## src/rtl/scan_select_sequencer.sv

```systemverilog
// scan_select_sequencer
// Drives the A/B select lines and active-low enable of a 2-to-4 decoder.
// Auto mode dwells div+1 cycles on each address; manual mode advances one
// address per rising edge of step_req and acknowledges it for one cycle.
// Optional feature macro: SCAN_SELECT_BLANK_EN. When defined, every address
// advance passes through a one-cycle BLANK state with the decoder disabled.
// Reset is synchronous and active-high.
module scan_select_sequencer #(
    parameter int PRESCALE_W = 8
) (
    input  logic                  clk,
    input  logic                  rst,
    input  logic                  start,
    input  logic                  stop,
    input  logic                  mode,
    input  logic [PRESCALE_W-1:0] div,
    input  logic                  step_req,
    output logic                  step_ack,
    output logic                  sel_a,
    output logic                  sel_b,
    output logic                  en_n,
    output logic                  busy,
    output logic                  wrap
);

    localparam logic [PRESCALE_W-1:0] CNT_ZERO = {PRESCALE_W{1'b0}};
    localparam logic [PRESCALE_W-1:0] CNT_ONE  = PRESCALE_W'(1'b1);

    typedef enum logic [1:0] {
        ST_IDLE  = 2'b00,
`ifdef SCAN_SELECT_BLANK_EN
        ST_BLANK = 2'b10,
`endif
        ST_RUN   = 2'b01
    } state_t;

    state_t                  state_r;
    state_t                  state_s;
    logic [1:0]              addr_r;
    logic [1:0]              addr_s;
    logic [PRESCALE_W-1:0]   cnt_r;
    logic [PRESCALE_W-1:0]   cnt_s;
    logic [PRESCALE_W-1:0]   div_r;
    logic [PRESCALE_W-1:0]   div_s;
    logic                    mode_r;
    logic                    mode_s;
    logic                    step_prev_r;
    logic                    step_rise_s;
    logic                    adv_s;
    logic                    step_ack_r;
    logic                    step_ack_s;
    logic                    wrap_r;
    logic                    wrap_s;
    logic                    en_n_r;
    logic                    en_n_s;
    logic                    busy_r;
    logic                    busy_s;

    // Next-state, datapath and next-output decode for the scan sequencer.
    always_comb begin
        state_s     = state_r;
        addr_s      = addr_r;
        cnt_s       = cnt_r;
        mode_s      = mode_r;
        div_s       = div_r;
        step_ack_s  = 1'b0;
        wrap_s      = 1'b0;
        adv_s       = 1'b0;
        step_rise_s = step_req & ~step_prev_r;

        case (state_r)
            ST_IDLE: begin
                cnt_s = CNT_ZERO;
                // stop wins over a simultaneous start
                if (start && !stop) begin
                    state_s = ST_RUN;
                    addr_s  = 2'd0;
                    mode_s  = mode;
                    div_s   = div;
                end else begin
                    state_s = ST_IDLE;
                end
            end
            ST_RUN: begin
                if (stop) begin
                    state_s = ST_IDLE;
                    cnt_s   = CNT_ZERO;
                end else if (!mode_r) begin
                    // auto mode: dwell until the counter reaches the latched divider
                    if (cnt_r == div_r) begin
                        adv_s = 1'b1;
                        cnt_s = CNT_ZERO;
                    end else begin
                        cnt_s = cnt_r + CNT_ONE;
                    end
                end else begin
                    // manual mode: counter idle, advance on a fresh step_req edge only
                    cnt_s = CNT_ZERO;
                    if (step_rise_s) begin
                        adv_s      = 1'b1;
                        step_ack_s = 1'b1;
                    end else begin
                        step_ack_s = 1'b0;
                    end
                end
            end
`ifdef SCAN_SELECT_BLANK_EN
            ST_BLANK: begin
                cnt_s = CNT_ZERO;
                if (stop) begin
                    state_s = ST_IDLE;
                end else begin
                    state_s = ST_RUN;
                end
            end
`endif
            default: begin
                state_s = ST_IDLE;
                addr_s  = 2'd0;
                cnt_s   = CNT_ZERO;
            end
        endcase

        if (adv_s) begin
            addr_s = addr_r + 2'd1;
            wrap_s = (addr_r == 2'd3);
`ifdef SCAN_SELECT_BLANK_EN
            // decoder is disabled for the cycle in which the address moves
            state_s = ST_BLANK;
`endif
        end else begin
            wrap_s = 1'b0;
        end

        en_n_s = (state_s != ST_RUN);
        busy_s = (state_s != ST_IDLE);
    end

    // State, datapath and registered outputs; reset overrides everything.
    always_ff @(posedge clk) begin
        if (rst) begin
            state_r     <= ST_IDLE;
            addr_r      <= 2'd0;
            cnt_r       <= CNT_ZERO;
            div_r       <= CNT_ZERO;
            mode_r      <= 1'b0;
            step_prev_r <= 1'b0;
            step_ack_r  <= 1'b0;
            wrap_r      <= 1'b0;
            en_n_r      <= 1'b1;
            busy_r      <= 1'b0;
        end else begin
            state_r     <= state_s;
            addr_r      <= addr_s;
            cnt_r       <= cnt_s;
            div_r       <= div_s;
            mode_r      <= mode_s;
            step_prev_r <= step_req;
            step_ack_r  <= step_ack_s;
            wrap_r      <= wrap_s;
            en_n_r      <= en_n_s;
            busy_r      <= busy_s;
        end
    end

    assign sel_a    = addr_r[0];
    assign sel_b    = addr_r[1];
    assign en_n     = en_n_r;
    assign busy     = busy_r;
    assign step_ack = step_ack_r;
    assign wrap     = wrap_r;

endmodule
```

## config.mk

```make
export PLATFORM = sky130hd
export DESIGN_NAME = scan_select_sequencer
export DESIGN_NICKNAME = d
export VERILOG_FILES = /design/src/rtl/scan_select_sequencer.sv
export SDC_FILE = /design/constraint.sdc
export NUM_CORES = 1
export LEC_CHECK = 0
export ABC_AREA = 1
export CORE_MARGIN = 4
export CORE_UTILIZATION = 47
export DETAILED_ROUTE_END_ITERATION = 16
export PLACE_DENSITY = 0.77
export SYNTH_ARGS = -nofsm -noshare
export SYNTH_HDL_FRONTEND = slang
export SYNTH_SLANG_ARGS = --single-unit
```

## constraint.sdc

```tcl
create_clock -name clk -period 2.1 [get_ports clk]
set_clock_uncertainty 0.15 [all_clocks]
set_input_delay 0.21 -clock clk [delete_from_list [all_inputs] [get_ports clk]]
set_output_delay 0.21 -clock clk [all_outputs]
set_load 0.05 [all_outputs]
```

==> impl_metrics.env, run 1 <==
export IMPL_status="finished, final reports clean"
export IMPL_crit_path_end_kind="output port"
export IMPL_via_per_inst=4.528
export IMPL_post_cts_setup_buffer_count=0
export IMPL_routed_wl_mm=1.954
export IMPL_synth_seq_cells=26
export IMPL_cts_root_buf="clkbuf_4"
export IMPL_critPathTopFamily="buffers and inverters"
export IMPL_gp_congestion=0.8135
export IMPL_yosys_cell_types_count=19
export IMPL_r2r_end="addr_r[0]$_SDFFE_PP0P_"
export IMPL_worst_path_max_fanout=4
export IMPL_synth_compound_area_share_pct=7.339
export IMPL_final_setup_viol_count=0
export IMPL_synth_mux_area_share_pct=0
export IMPL_max_stage_delay_ps=820
export IMPL_firstDrtPassIters=4
export IMPL_clkTransAtPathRegs_ps=130
export IMPL_die_h_um=56.18
export IMPL_start_util_pct=49.32
export IMPL_powerDensity_nw_per_um2=619.5
export IMPL_maxSlewViolCount=0
export IMPL_drc=0
export IMPL_crit_chain="clkdlybuf4s50_1"
export IMPL_reg2reg_from="cnt_r[2]$_SDFF_PP0_"
export IMPL_cp_start_kind="flop"
export IMPL_yosys_area_share_adder_pct=2.294
export IMPL_antenna_cells=0
export IMPL_grt_met2_usage_pct=23.87
export IMPL_synthSimpleGateAreaFrac_pct=25.69
export IMPL_r2r_worst_path_cells=9
export IMPL_fp_dieW_um=56.18
export IMPL_antenna_found_initial=0
export IMPL_syn_area_um2=1091
export IMPL_max_freq_mhz=526.8
export IMPL_synth_xor_area_share_pct=8.028
export IMPL_drtIter0Drc=17
export IMPL_hold_viol_final=0
export IMPL_power_mw=0.8271
export IMPL_grt_pass1_vias=866
export IMPL_vias=892
export IMPL_grt_max_degree=15
export IMPL_holdPathStages=1
export IMPL_grtUsageMet3_pct=2.784
export IMPL_postRouteAntennaNets=0
export IMPL_layout_min_cycle_time_ps=1898
export IMPL_syn_avg_cell_area_um2=7.372
export IMPL_synthesis_nets=164
export IMPL_min_from="step_prev_r$_SDFF_PP0_"
export IMPL_fin_tns_setup_ps=0
export IMPL_top_usage_layer="met2"
export IMPL_yosysWarnings=0
export IMPL_fin_crit_sh_pct=90.40
export IMPL_p_leak_nw=0.5614
export IMPL_cts_tree="yes"
export IMPL_cts_hold_buf=0
export IMPL_rows=17
export IMPL_met1_usage_pct=14.95
export IMPL_core_area_um2=2212
export IMPL_numCtsBuffers=3
export IMPL_area_growth_pct=22.36
export IMPL_cp_data_required_time_ps=1740
export IMPL_max_slew_margin_pct=66.26
export IMPL_reg2reg_slack_ps=600
export IMPL_crit_type="flop to output port"
export IMPL_die_area_um2=3156
export IMPL_gr_total_overflow=0
export IMPL_critical_path_buf_inv_count=1
export IMPL_avgRoutedWirePerCell_um=9.919
export IMPL_ir_worst_vdd_mv=0.4659
export IMPL_cap_violations=0
export IMPL_io_buffers=19
export IMPL_postSynthCellCount=148
export IMPL_synth_top_family_by_area="simple AND/OR/NAND/NOR gates"
export IMPL_grt_usage_pct=13.30
export IMPL_dp_hpwl_mm=1.558
export IMPL_grt_first_pass_wirelength_mm=3.415
export IMPL_hold_path_end="step_ack$_SDFF_PP0_"
export IMPL_yosysSeqAreaShare_pct=47.71
export IMPL_critPathArrivalTime_ps=1540
export IMPL_crit_start="addr_r[0]$_SDFFE_PP0P_"
export IMPL_rsz0062_at_grt="false"
export IMPL_clk_latency_ps=310
export IMPL_cp_slowest_cell="clkdlybuf4s50_1"
export IMPL_tightest_slew_ps=504.6
export IMPL_drive_above_1_share_pct=4.734
export IMPL_fin_nets=187
export IMPL_cts_resized=0
export IMPL_cts_sinks=26
export IMPL_fillers=206
export IMPL_pin_count=20
export IMPL_hp_class="flop to flop"
export IMPL_htreeDepth=1
export IMPL_clockBufferDepth=2
-- state kept, by name, indices dropped and copies added (netlist names) --
signal,flops
div_r,8
busy,1
en_n,1
step_ack,1
mode_r,1
addr_r,2
step_prev_r,1
state_r,2
cnt_r,8
wrap,1
-- kinds of logic (layout without fill, tap and decap cells) --
logic type	after synthesis	count (layout)
flip-flops	26	26
adder cells (fa/ha/maj)	2	2
AO/OA/AOI/OAI	16	16
XOR/XNOR	10	10
AND/OR/NAND/NOR	69	69
buffers and inverters	24	45
other	1	1
-- report_power, final --
group | internal (mW) | total, mW | switching (mW)
clock | 0.0671 | 0.202 | 0.135
sequential | 0.509 | 0.518 | 0.00900
combinational | 0.0501 | 0.108 | 0.0576
-- layout make-up --
cell class	instances	area [um^2]	share of cell area (%)
clock buffers	3	22.52	1.687
inverters	22	82.58	6.186
multi-input cells	98	476.7	35.71
flip-flops and latches	26	520.5	38.99
well taps	28	35.03	2.624
repair buffers	20	197.7	14.81
-- routing by layer --
metal / share of wire, % / vias to the layer above
li1: - / 489
met1: 45 / 387
met2: 50 / 12
met3: 3.3 / 4
met4: 1.1 / 0
met5: 0 / -
-- worst max-delay path by stage --
stage | slack (ps) | end | depth (start not counted)
after global routing | 150 | sel_a | 1
after CTS | 200 | sel_a | 1
after detailed placement | 290 | cnt_r[5]$_SDFF_PP0_ | 6
after floorplan | 660 | addr_r[1]$_SDFFE_PP0P_ | 5
after global placement | 360 | cnt_r[5]$_SDFF_PP0_ | 6
final | 200 | sel_a | 1
-- per-stage QoR --
stage                     std cells  util, %  worst slack (ps)  hold WS, ps  area (um^2)
after floorplan                 148        -             664.8        132.4         1091
after global placement          194    59.33             359.0        261.4         1313
after detailed placement        194    59.33             292.2        278.9         1313
after CTS                       197    60.35             196.4        293.6         1335
after global routing            197    60.35             151.7        308.0         1335
final                           197    60.35             201.6        300.0         1335
-- cell usage in the layout (no fill, tap or decap), drive strengths merged --
cell / synthesis / routed
a21oi: 6 / 6
buf: 0 / 1
clkbuf: 2 / 3
clkdlybuf4s50: 0 / 19
conb: 1 / 1
dfxtp: 26 / 26
ha: 2 / 2
inv: 22 / 22
nand2: 27 / 27
nand3: 5 / 5
nor2: 34 / 34
nor3: 2 / 2
nor4: 1 / 1
o21ai: 10 / 10
xnor2: 7 / 7
xor2: 3 / 3
-- synth_stat cells --
library cell  number  area share, %
conb_1             1           0.34
nand3_2            1           0.92
clkbuf_4           1           0.69
clkbuf_1           1           0.34
nand2_1           26            8.9
inv_2              1           0.34
dfxtp_1           26             48
xor2_1             3            2.4
nor3_1             2           0.92
nor2_1            33             11
inv_1             21            7.2
nor4_1             1           0.57
o21ai_0           10            4.6
a21oi_1            6            2.8
xnor2_1            7            5.6
nor2_2             1           0.57
ha_1               2            2.3
nand2_2            1           0.57
nand3_1            4            1.8
No activity file was read; power rests on OpenSTA's default activity.
==> run 2, diff against run 1 <==
--- a/config.mk
+++ b/config.mk
@@ -7,7 +7,7 @@
 export LEC_CHECK = 0
 export ABC_AREA = 1
 export CORE_MARGIN = 4
-export CORE_UTILIZATION = 47
+export CORE_UTILIZATION = 45
 export DETAILED_ROUTE_END_ITERATION = 16
 export PLACE_DENSITY = 0.77
 export SYNTH_ARGS = -nofsm -noshare
==> constraint.sdc (replaced) <==
create_clock -name clk -period 1.65 [get_ports clk]
set_clock_uncertainty 0.15 [all_clocks]
set_input_delay 0.165 -clock clk [delete_from_list [all_inputs] [get_ports clk]]
set_output_delay 0.165 -clock clk [all_outputs]
set_load 0.05 [all_outputs]
==> impl_metrics.env, run 2 (same netlist as run 1, synthesis figures left out) <==
export IMPL_max_stage_delay_ps=360
export IMPL_start_util_pct=48.39
export IMPL_crit_type="flop to flop"
export IMPL_clkTransAtPathRegs_ps=120
export IMPL_final_cell_mix="33 x nor2_1, 26 x nand2_1, 21 x inv_1, 21 x dfxtp_1, 13 x clkdlybuf4s50_1"
export IMPL_routed_wl_mm=2.012
export IMPL_layout_min_cycle_time_ps=1522
export IMPL_cp_slowest_cell="dfxtp_1"
export IMPL_via_per_inst=4.548
export IMPL_cts_resized=0
export IMPL_crit_chain="inv_2 > nand2_1 > nand2_1 > nand2_1 > nor2_1 > nand2_1 > nand2_1 > nand2_1 > nand2_1 > nand2_2 > nand2_1 > nand2_1 > nor2_1"
export IMPL_pin_count=20
export IMPL_core_area_um2=2255
export IMPL_drive_above_1_share_pct=12.87
export IMPL_ir_worst_vdd_mv=0.4278
export IMPL_postRouteAntennaNets=0
export IMPL_area_growth_pct=23.39
export IMPL_max_freq_mhz=657.2
export IMPL_die_area_um2=3276
export IMPL_status="finished, final reports clean"
export IMPL_final_setup_viol_count=0
export IMPL_numCtsBuffers=3
export IMPL_fin_tns_setup_ps=0
export IMPL_cp_start_kind="flop"
export IMPL_gp_congestion=0.7820
export IMPL_fin_crit_sh_pct=92.22
export IMPL_powerDensity_nw_per_um2=781.8
export IMPL_layout_cells_most_common="nor2_1"
export IMPL_path_common_cell="nand2_1"
export IMPL_grt_max_degree=14
export IMPL_power_mw=1.053
export IMPL_cap_violations=0
export IMPL_reg_largest_list="cnt_r x8, div_r x8"
export IMPL_worst_path_max_fanout=4
export IMPL_clk_latency_ps=310
export IMPL_hp_class="primary input to flop"
export IMPL_cts_sinks=26
export IMPL_avgRoutedWirePerCell_um=10.11
export IMPL_cts_root_buf="clkbuf_4"
export IMPL_gr_total_overflow=0
export IMPL_drc=0
export IMPL_fin_util_pct=59.71
export IMPL_critPathArrivalTime_ps=1630
export IMPL_io_buffers=19
export IMPL_maxSlewViolCount=0
export IMPL_firstDrtPassIters=4
export IMPL_cts_hold_buf=0
export IMPL_post_cts_setup_buffer_count=0
export IMPL_die_h_um=57.24
export IMPL_clockBufferDepth=2
export IMPL_grt_first_pass_wirelength_mm=3.484
export IMPL_grt_pass1_vias=856
export IMPL_dp_hpwl_mm=1.573
export IMPL_crit_path_end_kind="flop"
export IMPL_cts_tree="yes"
export IMPL_drtIter0Drc=19
export IMPL_p_leak_nw=0.5834
export IMPL_vias=905
export IMPL_rsz0062_at_grt="false"
export IMPL_rows=17
export IMPL_antenna_found_initial=0
export IMPL_antenna_cells=0
export IMPL_grt_usage_pct=13.64
export IMPL_fp_dieW_um=57.24
export IMPL_final_instance_count_excl_fill=199
export IMPL_fin_nets=189
export IMPL_hold_viol_final=0
export IMPL_cp_data_required_time_ps=1760
export IMPL_placed_cells=196
export IMPL_htreeDepth=1
## run 2: power by group
| part | switching [mW] | internal [mW] |
|---|---|---|
| Clock | 0.169 | 0.0855 |
| Sequential | 0.0109 | 0.647 |
| Combinational | 0.0748 | 0.0653 |
## run 2: per-layer routing
layer | vias up | global-route usage [%] | part of all wire [%]
met5 | - | 0 | 0
met4 | 0 | 6.954 | 2.1
met3 | 6 | 3.167 | 4.7
met2 | 16 | 23.65 | 48
met1 | 389 | 15.53 | 45
li1 | 494 | - | -
## run 2: layout make-up
class,count,area (um^2)
Timing Repair Buffer,22,197.7
Multi-Input combinational cell,98,481.7
Inverter,22,82.58
Clock buffer,3,22.52
Tap cell,28,35.03
Fill cell,227,908.4
Sequential cell,26,526.8
## run 2: through the flow
stage / hold WS, ps / instance area (um^2) / setup slack [ps]
floorplan: 87.38 / 1091 / 214.8
global placement: 272.3 / 1313 / 132.5
detailed placement: 264.9 / 1313 / 116.5
CTS: 242.4 / 1335 / 102.8
global route: 252.3 / 1346 / 10.44
finish: 249.3 / 1346 / 128.4
## run 2: worst paths after layout
| path | depth (start not counted) | start | slack (ps) | end |
|---|---|---|---|---|
| max | 13 | cnt_r[5]$_SDFF_PP0_ | 130 | addr_r[0]$_SDFFE_PP0P_ |
| min | 3 | step_req | 250 | step_prev_r$_SDFF_PP0_ |
| max reg2reg | 13 | cnt_r[5]$_SDFF_PP0_ | 130 | addr_r[0]$_SDFFE_PP0P_ |
| min reg2reg | 1 | step_prev_r$_SDFF_PP0_ | 280 | step_ack$_SDFF_PP0_ |
## run 2: worst max-delay path: cells and delay by family, from the launching register on
kind	cells	cell delay, ps
AND/OR/NAND/NOR	12	870
buffers and inverters	1	90
flip-flops	1	360
==> run 3, diff against run 2 <==
--- a/config.mk
+++ b/config.mk
@@ -10,6 +10,7 @@
 export CORE_UTILIZATION = 45
 export DETAILED_ROUTE_END_ITERATION = 16
 export PLACE_DENSITY = 0.77
+export SETUP_SLACK_MARGIN = 0.02
 export SYNTH_ARGS = -nofsm -noshare
 export SYNTH_HDL_FRONTEND = slang
 export SYNTH_SLANG_ARGS = --single-unit
==> results of run 3 <==
The final DEF is identical to that of run 2. Status: finished, final reports clean.
